==> src/rtl/seg7_scan_if.sv <==
// Bus bundle for seg7_scan: datapath-side capture inputs and board-side
// segment/anode outputs. DIGITS must match the seg7_scan instance.
interface seg7_scan_if #(
  parameter int DIGITS = 8
);
  logic [4*DIGITS-1:0] value;
  logic [DIGITS-1:0]   dp_in;
  logic                load;
  logic                lz_en;
  logic [6:0]          seg;
  logic                seg_dp;
  logic [DIGITS-1:0]   an;
  logic                frame;

  modport master (
    output value, dp_in, load, lz_en,
    input  seg, seg_dp, an, frame
  );

  modport slave (
    input  value, dp_in, load, lz_en,
    output seg, seg_dp, an, frame
  );
endinterface

==> src/rtl/seg7_scan.sv <==
// Time-multiplexed common-anode 7-segment scanner with frame-synchronous,
// tear-free commits. Define SEG7_HEX_EN to decode nibbles 10-15 as A-F.
module seg7_scan #(
  parameter int DIGITS = 8,
  parameter int DIV    = 1024,
  parameter int GUARD  = 2
) (
  input logic        clk,
  input logic        rst,
  seg7_scan_if.slave bus
);
  localparam int PW = (DIV > 1) ? $clog2(DIV) : 1;
  localparam int IW = (DIGITS > 1) ? $clog2(DIGITS) : 1;
  localparam int VW = 4 * DIGITS;
  localparam logic [PW-1:0] PC_LAST  = PW'(DIV - 1);
  localparam logic [PW-1:0] PC_GUARD = PW'(GUARD);
  localparam logic [IW-1:0] IDX_LAST = IW'(DIGITS - 1);

  function automatic logic [6:0] seg_decode(input logic [3:0] nib);
    logic [6:0] code;
    case (nib)
      4'h0: code = 7'h01;
      4'h1: code = 7'h4F;
      4'h2: code = 7'h12;
      4'h3: code = 7'h06;
      4'h4: code = 7'h4C;
      4'h5: code = 7'h24;
      4'h6: code = 7'h20;
      4'h7: code = 7'h0F;
      4'h8: code = 7'h00;
      4'h9: code = 7'h04;
`ifdef SEG7_HEX_EN
      4'hA: code = 7'h08;
      4'hB: code = 7'h60;
      4'hC: code = 7'h31;
      4'hD: code = 7'h42;
      4'hE: code = 7'h30;
      4'hF: code = 7'h38;
`endif
      default: code = 7'h7F;
    endcase
    return code;
  endfunction

  logic [PW-1:0]     pc_q, pc_d;
  logic [IW-1:0]     idx_q, idx_d;
  logic [VW-1:0]     disp_val_q, disp_val_d;
  logic [DIGITS-1:0] disp_dp_q, disp_dp_d;
  logic [VW-1:0]     shadow_val_q, shadow_val_d;
  logic [DIGITS-1:0] shadow_dp_q, shadow_dp_d;
  logic              pending_q, pending_d;
  logic [6:0]        seg_q, seg_d;
  logic              seg_dp_q, seg_dp_d;
  logic [DIGITS-1:0] an_q, an_d;
  logic              frame_q, frame_d;

  logic              wrap_s;
  logic [3:0]        nib_s;
  logic [VW-1:0]     upper_s;
  logic              blank_s;

  // Scan counters and the shadow/display commit path.
  always_comb begin
    wrap_s       = (pc_q == PC_LAST) && (idx_q == IDX_LAST);
    pc_d         = pc_q + PW'(1);
    idx_d        = idx_q;
    disp_val_d   = disp_val_q;
    disp_dp_d    = disp_dp_q;
    shadow_val_d = shadow_val_q;
    shadow_dp_d  = shadow_dp_q;
    pending_d    = pending_q;

    if (pc_q == PC_LAST) begin
      pc_d = {PW{1'b0}};
      if (idx_q == IDX_LAST) begin
        idx_d = {IW{1'b0}};
      end else begin
        idx_d = idx_q + IW'(1);
      end
    end else begin
      idx_d = idx_q;
    end

    // A load landing on the wrap cycle goes straight to the display.
    if (bus.load) begin
      if (wrap_s) begin
        disp_val_d = bus.value;
        disp_dp_d  = bus.dp_in;
        pending_d  = 1'b0;
      end else begin
        shadow_val_d = bus.value;
        shadow_dp_d  = bus.dp_in;
        pending_d    = 1'b1;
      end
    end else if (wrap_s && pending_q) begin
      disp_val_d = shadow_val_q;
      disp_dp_d  = shadow_dp_q;
      pending_d  = 1'b0;
    end else begin
      pending_d = pending_q;
    end
  end

  // Output decode for the digit currently being scanned.
  always_comb begin
    nib_s    = disp_val_q[{idx_q, 2'b00} +: 4];
    upper_s  = disp_val_q >> {idx_q, 2'b00};
    blank_s  = bus.lz_en && (idx_q != {IW{1'b0}}) && (upper_s == {VW{1'b0}});
    seg_d    = blank_s ? 7'h7F : seg_decode(nib_s);
    seg_dp_d = ~disp_dp_q[idx_q];
    frame_d  = wrap_s;
    an_d     = {DIGITS{1'b1}};
    if (pc_q >= PC_GUARD) begin
      an_d[idx_q] = 1'b0;
    end else begin
      an_d = {DIGITS{1'b1}};
    end
  end

  // State and registered outputs; reset drops any pending update.
  always_ff @(posedge clk or posedge rst) begin
    if (rst) begin
      pc_q         <= {PW{1'b0}};
      idx_q        <= {IW{1'b0}};
      disp_val_q   <= {VW{1'b0}};
      disp_dp_q    <= {DIGITS{1'b0}};
      shadow_val_q <= {VW{1'b0}};
      shadow_dp_q  <= {DIGITS{1'b0}};
      pending_q    <= 1'b0;
      seg_q        <= 7'h7F;
      seg_dp_q     <= 1'b1;
      an_q         <= {DIGITS{1'b1}};
      frame_q      <= 1'b0;
    end else begin
      pc_q         <= pc_d;
      idx_q        <= idx_d;
      disp_val_q   <= disp_val_d;
      disp_dp_q    <= disp_dp_d;
      shadow_val_q <= shadow_val_d;
      shadow_dp_q  <= shadow_dp_d;
      pending_q    <= pending_d;
      seg_q        <= seg_d;
      seg_dp_q     <= seg_dp_d;
      an_q         <= an_d;
      frame_q      <= frame_d;
    end
  end

  assign bus.seg    = seg_q;
  assign bus.seg_dp = seg_dp_q;
  assign bus.an     = an_q;
  assign bus.frame  = frame_q;
endmodule
==> src/flat_wrapper.sv <==
// flat-port wrapper written by rule: the top's interface ports become plain ports
module seg7_scan_flat 
#(
  parameter int DIGITS = 8,
  parameter int DIV    = 1024,
  parameter int GUARD  = 2
)
  (clk, rst, bus_value, bus_dp_in, bus_load, bus_lz_en, bus_seg, bus_seg_dp, bus_an, bus_frame);
  seg7_scan_if #(.DIGITS(DIGITS)) bus_i ();
  input logic clk;
  input logic rst;
  input wire logic [$bits(bus_i.value)-1:0] bus_value;
  input wire logic [$bits(bus_i.dp_in)-1:0] bus_dp_in;
  input wire logic [$bits(bus_i.load)-1:0] bus_load;
  input wire logic [$bits(bus_i.lz_en)-1:0] bus_lz_en;
  output wire logic [$bits(bus_i.seg)-1:0] bus_seg;
  output wire logic [$bits(bus_i.seg_dp)-1:0] bus_seg_dp;
  output wire logic [$bits(bus_i.an)-1:0] bus_an;
  output wire logic [$bits(bus_i.frame)-1:0] bus_frame;
  assign bus_i.value = bus_value;
  assign bus_i.dp_in = bus_dp_in;
  assign bus_i.load = bus_load;
  assign bus_i.lz_en = bus_lz_en;
  assign bus_seg = bus_i.seg;
  assign bus_seg_dp = bus_i.seg_dp;
  assign bus_an = bus_i.an;
  assign bus_frame = bus_i.frame;
  seg7_scan #(.DIGITS(DIGITS), .DIV(DIV), .GUARD(GUARD)) u_core (.clk(clk), .rst(rst), .bus(bus_i));
endmodule
==> config.mk <==
export PLATFORM = sky130hd
export DESIGN_NAME = seg7_scan_flat
export DESIGN_NICKNAME = d
export VERILOG_FILES = /design/src/rtl/seg7_scan_if.sv /design/src/rtl/seg7_scan.sv /design/src/flat_wrapper.sv
export SDC_FILE = /design/constraint.sdc
export NUM_CORES = 1
export LEC_CHECK = 0
export CAP_MARGIN = 10
export CELL_PAD_IN_SITES_DETAIL_PLACEMENT = 0
export CELL_PAD_IN_SITES_GLOBAL_PLACEMENT = 2
export CORE_AREA = 2 2 120 122
export CTS_BUF_LIST = sky130_fd_sc_hd__clkbuf_16
export DETAILED_ROUTE_END_ITERATION = 8
export DIE_AREA = 0 0 122 124
export PLACE_DENSITY = 0.77
export SLEW_MARGIN = 20
export SYNTH_ARGS = -nofsm -noshare
export SYNTH_HDL_FRONTEND = slang
export SYNTH_SLANG_ARGS = --single-unit
==> constraint.sdc <==
create_clock -name clk -period 5.55 [get_ports clk]
set_input_delay 1.3875 -clock clk [delete_from_list [all_inputs] [get_ports clk]]
set_output_delay 1.3875 -clock clk [all_outputs]
set_load 0.01 [all_outputs]
[Word-level counts from Yosys, hierarchy flattened]
Memory sizes are Yosys's and may differ from the RTL's.
Cells that the tools add are included.
Cells by class
  add/sub/neg operators: 2
  $mul: 0
  div/mod/pow operators: 0
  order comparisons: 3
  eq/ne operators: 3
  shift operators: 2
  mux-type cells: 17
  bitwise logic cells: 3
  reductions and logical operators: 10
Operator list (number)
  two-way mux 32 bit: 3
  zero test 32 bit: 1
  two-way mux 8 bit: 4
  indexed part select 32 x 6 -> 4 bit: 1
  right shift 32 x 5 -> 32 bit: 1
  adder 10 x 1 -> 10 bit (second input constant): 1
  == test 10 bit (second input constant): 1
  >= comparator 10 x 2 -> 1 bit (second input constant): 1
  two-way mux 10 bit: 1
  inverter 8 bit: 1
  two-way mux 7 bit: 1
  logical AND 1 bit: 5
  two-way mux 1 bit: 5
  less-than comparator 3 x 4 -> 1 bit (second input constant): 1
  AND reduction 2 bit: 2
  adder 3 x 1 -> 3 bit (second input constant): 1
  binary-select mux 1 bit (select 3 bit): 1
  demux 1 bit (select 3 bit): 1
  == test 3 bit (second input constant): 1
  >= comparator 3 x 1 -> 1 bit (second input constant): 1
  two-way mux 3 bit: 1
  nonzero test 3 bit: 1
  inequality test 2 x 1 -> 1 bit (second input constant): 1
  inverter 1 bit: 2
  nonzero test 2 bit: 1
Storage, ports and cells
  flip-flop bits (word level): 111
  bits in latches: 0
  RAM bits: 0
  ROM bits: 112
  input port bits: 44
  output and inout bits: 17
  word-level logic and storage cells: 52
  memories kept: 1
Memory list
  (name not given): words 16, width 7, read ports 1, clocked after Yosys merged registers in 0, wr ports 0, RTL line seg7_scan.sv:21  | case (nib)

[Longest topological paths before layout]
  word-level depth: 6
  gate-level depth with buffers: 9
  mapped depth without buffers: 7

[Least setup slack after synthesis]
OpenSTA, ideal clock, no wires.
  path kind: reg-to-reg
  from: register u_core.idx_q[1]
  to: register u_core.seg_q[4] (netlist: u_core.bus.seg[4])
  library setup time: 0.098 ns
  arrival: 2.513 ns
  data required time: 5.452 ns
  setup slack: 2.939 ns
  cell stages (with the launch flop): 10
  buffers on the path: 2
  clock period less this slack: 2.611 ns
  cells stage by stage: dfrtp_1 buf_6 clkbuf_1 mux4_2 mux2i_1 ha_1 nand2_1 nor4_4 o2111ai_2 o311ai_1
Between the ends
  cells in the longest elaborated chain, start to end: 4
  elaborated cells on any way between the ends: 8
  those cells by class: shift (2); mux (1); reduce/logical (4); memory (1)
Ends and longest elaborated chain
  start: declaration: RTL line seg7_scan.sv:46  | logic [IW-1:0] idx_q, idx_d;
  start signal: assignment: RTL line seg7_scan.sv:124  | idx_q <= {IW{1'b0}};
  start signal: assignment: RTL line seg7_scan.sv:136  | idx_q <= idx_d;
  parallel branches: the longest is 3 deep, another holds memory read (16 x 7 bit)
  two-way mux 7 bit *: RTL line seg7_scan.sv:109  | seg_d = blank_s ? 7'h7F : seg_decode(nib_s);
  named net u_core.seg_d[4]: RTL line seg7_scan.sv:52  | logic [6:0] seg_q, seg_d;
  end signal: assignment: RTL line seg7_scan.sv:142  | seg_q <= seg_d;
  end: declaration: RTL line seg7_scan.sv:52
Mark *: on every way through the listed nets, which the timed path passes.
A chain may end at the register's enable or synchronous reset.

[Final worst setup path]
Ends and elaborated chain as after synthesis.

==> flow_summary.toml <==
[sta]
drv_slew = 0
max_slew_margin_pct = 41.37
rsz0062_at_grt = "false"
worst_pin_slew_ns = 0.8574
max_freq_mhz = 317.6
tns_ns = 0
holdWs_ns = 0.4820
hold_viol = 0
finClkSkew_ns = 0.006565
fin_crit_sh_pct = 56.74
setup_slack_ns = 2.401
finalCriticalPeriod_ns = 3.149
setup_viol = 0

[worst_hold_path]
holdCritPathClass = "reg -> reg"
hp-start = "u_core.disp_dp_q[4]$_DFFE_PP0P_"
min_path_cells = 2
min_to = "u_core.disp_dp_q[4]$_DFFE_PP0P_"

[setup_path]
crit_arrival_ns = 3.40
critical_path_required_ns = 5.80
cp_top_family = "multiplexers"
critPathLaunchType = "register"
critPathCaptureType = "register"
reg2reg_setup_slack_ns = 2.40
rr_endpoint = "u_core.bus.seg[4]$_DFF_PP1_"
cp_slowest_stage_delay_ns = 0.93
critPathBufInv = 0
r2r-start = "u_core.idx_q[1]$_DFFE_PP0P_"
crit_fanout = 19
path_cells = "mux4_2 -> mux2i_1 -> ha_1 -> nand2_1 -> nor4_4 -> o2111ai_2 -> o311ai_1"
path_class = "reg -> reg"
reg2regPathDepth = 7
slowest_stage = "dfrtp_1"

[pwr]
powerDensity_nw_per_um2 = 259.1
power_mw = 1.613
ir_worst_vdd_mv = 0.1574
cellLeakagePower_nw = 2.699

[drt]
drt_pass1_iterations = 4
vias = 3395
drc = 0
wl_per_cell_um = 15.57
routed_wl_mm = 10.45
postRouteAntennaNets = 0
drt-initial-drc-count = 131
vias_per_cell = 5.060

[clock_tree]
clkTransAtPathRegs_ns = 0.07
cts_made_buffers = 9
cts_tree = "yes"
clk-insertion-delay-late_ns = 0.35
post_cts_buffers = 0
cts_resized = 0
root_buffer = "clkbuf_16"
hold_buffers = 0
clock-sinks = 111
clk_path_buf_depth = 2
htreeDepth = 3

[yosys]
synth_fp_nets = 488
synthCells = 434
yosysSeqAreaShare_pct = 54.10
synth_edf_count = 0
synthesis.area_um2 = 5171
synth.top_cell.area_share_pct = 45.97
synth_cell_types = 46
synth-async-reset-ratio_pct = 100.0
synth.area.top_cells = "dfrtp_1 (46%), mux2i_1 (8.9%), mux2_1 (8.7%)"
yosysTopAreaCell = "dfrtp_1"
syn_area_per_cell_um2 = 11.92
synth_ff_type = "dfrtp_1"
yosysWarnings = 0
ys_ff_latch = 111

[layout]
diodes = 0
final_common_cell = "dfrtp_1"
nNetsFinal = 540
fin_area_um2 = 6226
multi_input_area_um2 = 2247
area_growth_pct = 20.40
mostFrequentLayoutCells = "dfrtp_1 (95), clkdlybuf4s50_1 (59), nand2_1 (55)"
final_util_pct = 45.38
seqCellArea_um2 = 2798
fillCellCount = 1286
drive_gt1_share_pct = 11.81
fin_cells = 671

[status]
outcome = "finished, final reports clean"

[floorplanning]
dieWidth_um = 122
fp-row-count = 43
fp.dieH_um = 124
coreArea_um2 = 13720
floorplan.initialDensity_pct = 37.69
die-area_um2 = 15130
io_pins = 61

[global_route]
antenna_found_initial = 0
grt_pass1_vias = 3281
use_met3_pct = 2.518
grt.met1_usage_pct = 21.40
grt_pass1_wl_mm = 16.88
grt.busiest_layer = "met1"
grt_use_met2_pct = 21.12
grt_util_all_layers_pct = 14.53
grt-ovfl-total = 0
grt_max_degree = 83

[placement]
placedCellCount = 655
dp_slack_ns = 1.890
globalplace.congestion = 0.8133
dp_hpwl_mm = 7.219
place_area_um2 = 5927
port_buffers = 60

[job]
max_cap_violations = 0
-- final cells by class --
type | instances | area share (%)
Sequential cell | 111 | 44.94
Multi-Input combinational cell | 291 | 36.09
Timing Repair Buffer | 64 | 10.05
Clock buffer | 9 | 3.617
Tap cell | 180 | 3.617
Clock inverter | 7 | 1.065
Inverter | 9 | 0.6230
-- worst reg2reg max path, cell delays in order (launching register included) --
cell       delay, ns
dfrtp_1         0.93
mux4_2          0.61
mux2i_1         0.44
ha_1            0.27
nand2_1         0.10
nor4_4          0.26
o2111ai_2       0.26
o311ai_1        0.18
-- report_power, final --
part | switching, mW | internal [mW] | total (mW)
combinational | 0.0556 | 0.0626 | 0.118
clock | 0.296 | 0.347 | 0.643
sequential | 0.0136 | 0.838 | 0.852
total | 0.365 | 1.25 | 1.61
-- worst max path at each step --
stage	from	to	slack [ns]	cells after the start
after floorplan	rst	u_core.bus.frame$_DFF_PP0_	1.26	1
after global placement	bus_load	u_core.shadow_val_q[19]$_DFFE_PP0P_	1.94	4
after detailed placement	bus_load	u_core.shadow_val_q[11]$_DFFE_PP0P_	1.89	4
after CTS	bus_load	u_core.shadow_val_q[8]$_DFFE_PP0P_	2.27	4
after global routing	u_core.idx_q[1]$_DFFE_PP0P_	u_core.bus.seg[4]$_DFF_PP1_	2.10	7
final	u_core.idx_q[1]$_DFFE_PP0P_	u_core.bus.seg[4]$_DFF_PP1_	2.40	7
-- cells in the mapped netlist, drive strengths merged, types with 2 or more instances --
cell / count
nand2b: 2
nor4: 8
o21ai: 49
mux2i: 46
nand3b: 2
inv: 9
clkbuf: 17
dfstp: 16
nand2: 55
xor2: 3
o211a: 2
nor3: 5
o22ai: 2
o311ai: 2
xnor2: 3
dfrtp: 95
ha: 10
buf: 6
nor2: 20
nor2b: 3
a41oi: 2
mux2: 45
mux4: 9
a21oi: 4
nand3: 6
-- cell families after synthesis --
| group | share of synthesized area [%] |
|---|---|
| mux | 22.70 |
| compound gates | 8.033 |
| flops | 54.10 |
| xor+xnor | 1.016 |
| buf+inv | 2.589 |
| simple gates | 9.146 |
| fa+ha+maj | 2.420 |
-- flip-flops by register name (all words and copies together), names as in the netlist --
| signal | count |
|---|---|
| u_core.pending_q | 1 |
| u_core.idx_q | 3 |
| u_core.shadow_dp_q | 8 |
| u_core.disp_dp_q | 8 |
| u_core.bus.seg_dp | 1 |
| u_core.disp_val_q | 32 |
| u_core.pc_q | 10 |
| u_core.bus.an | 8 |
| u_core.bus.seg | 7 |
| u_core.shadow_val_q | 32 |
| u_core.bus.frame | 1 |
-- routing by layer --
| layer | wire (µm) | vias to the layer above |
|---|---|---|
| li1 | - | 1648 |
| met1 | 5334 | 1671 |
| met2 | 4560 | 69 |
| met3 | 405 | 7 |
| met4 | 149 | 0 |
| met5 | 0 | - |
Note: power is estimated with default switching activity, not from simulation.
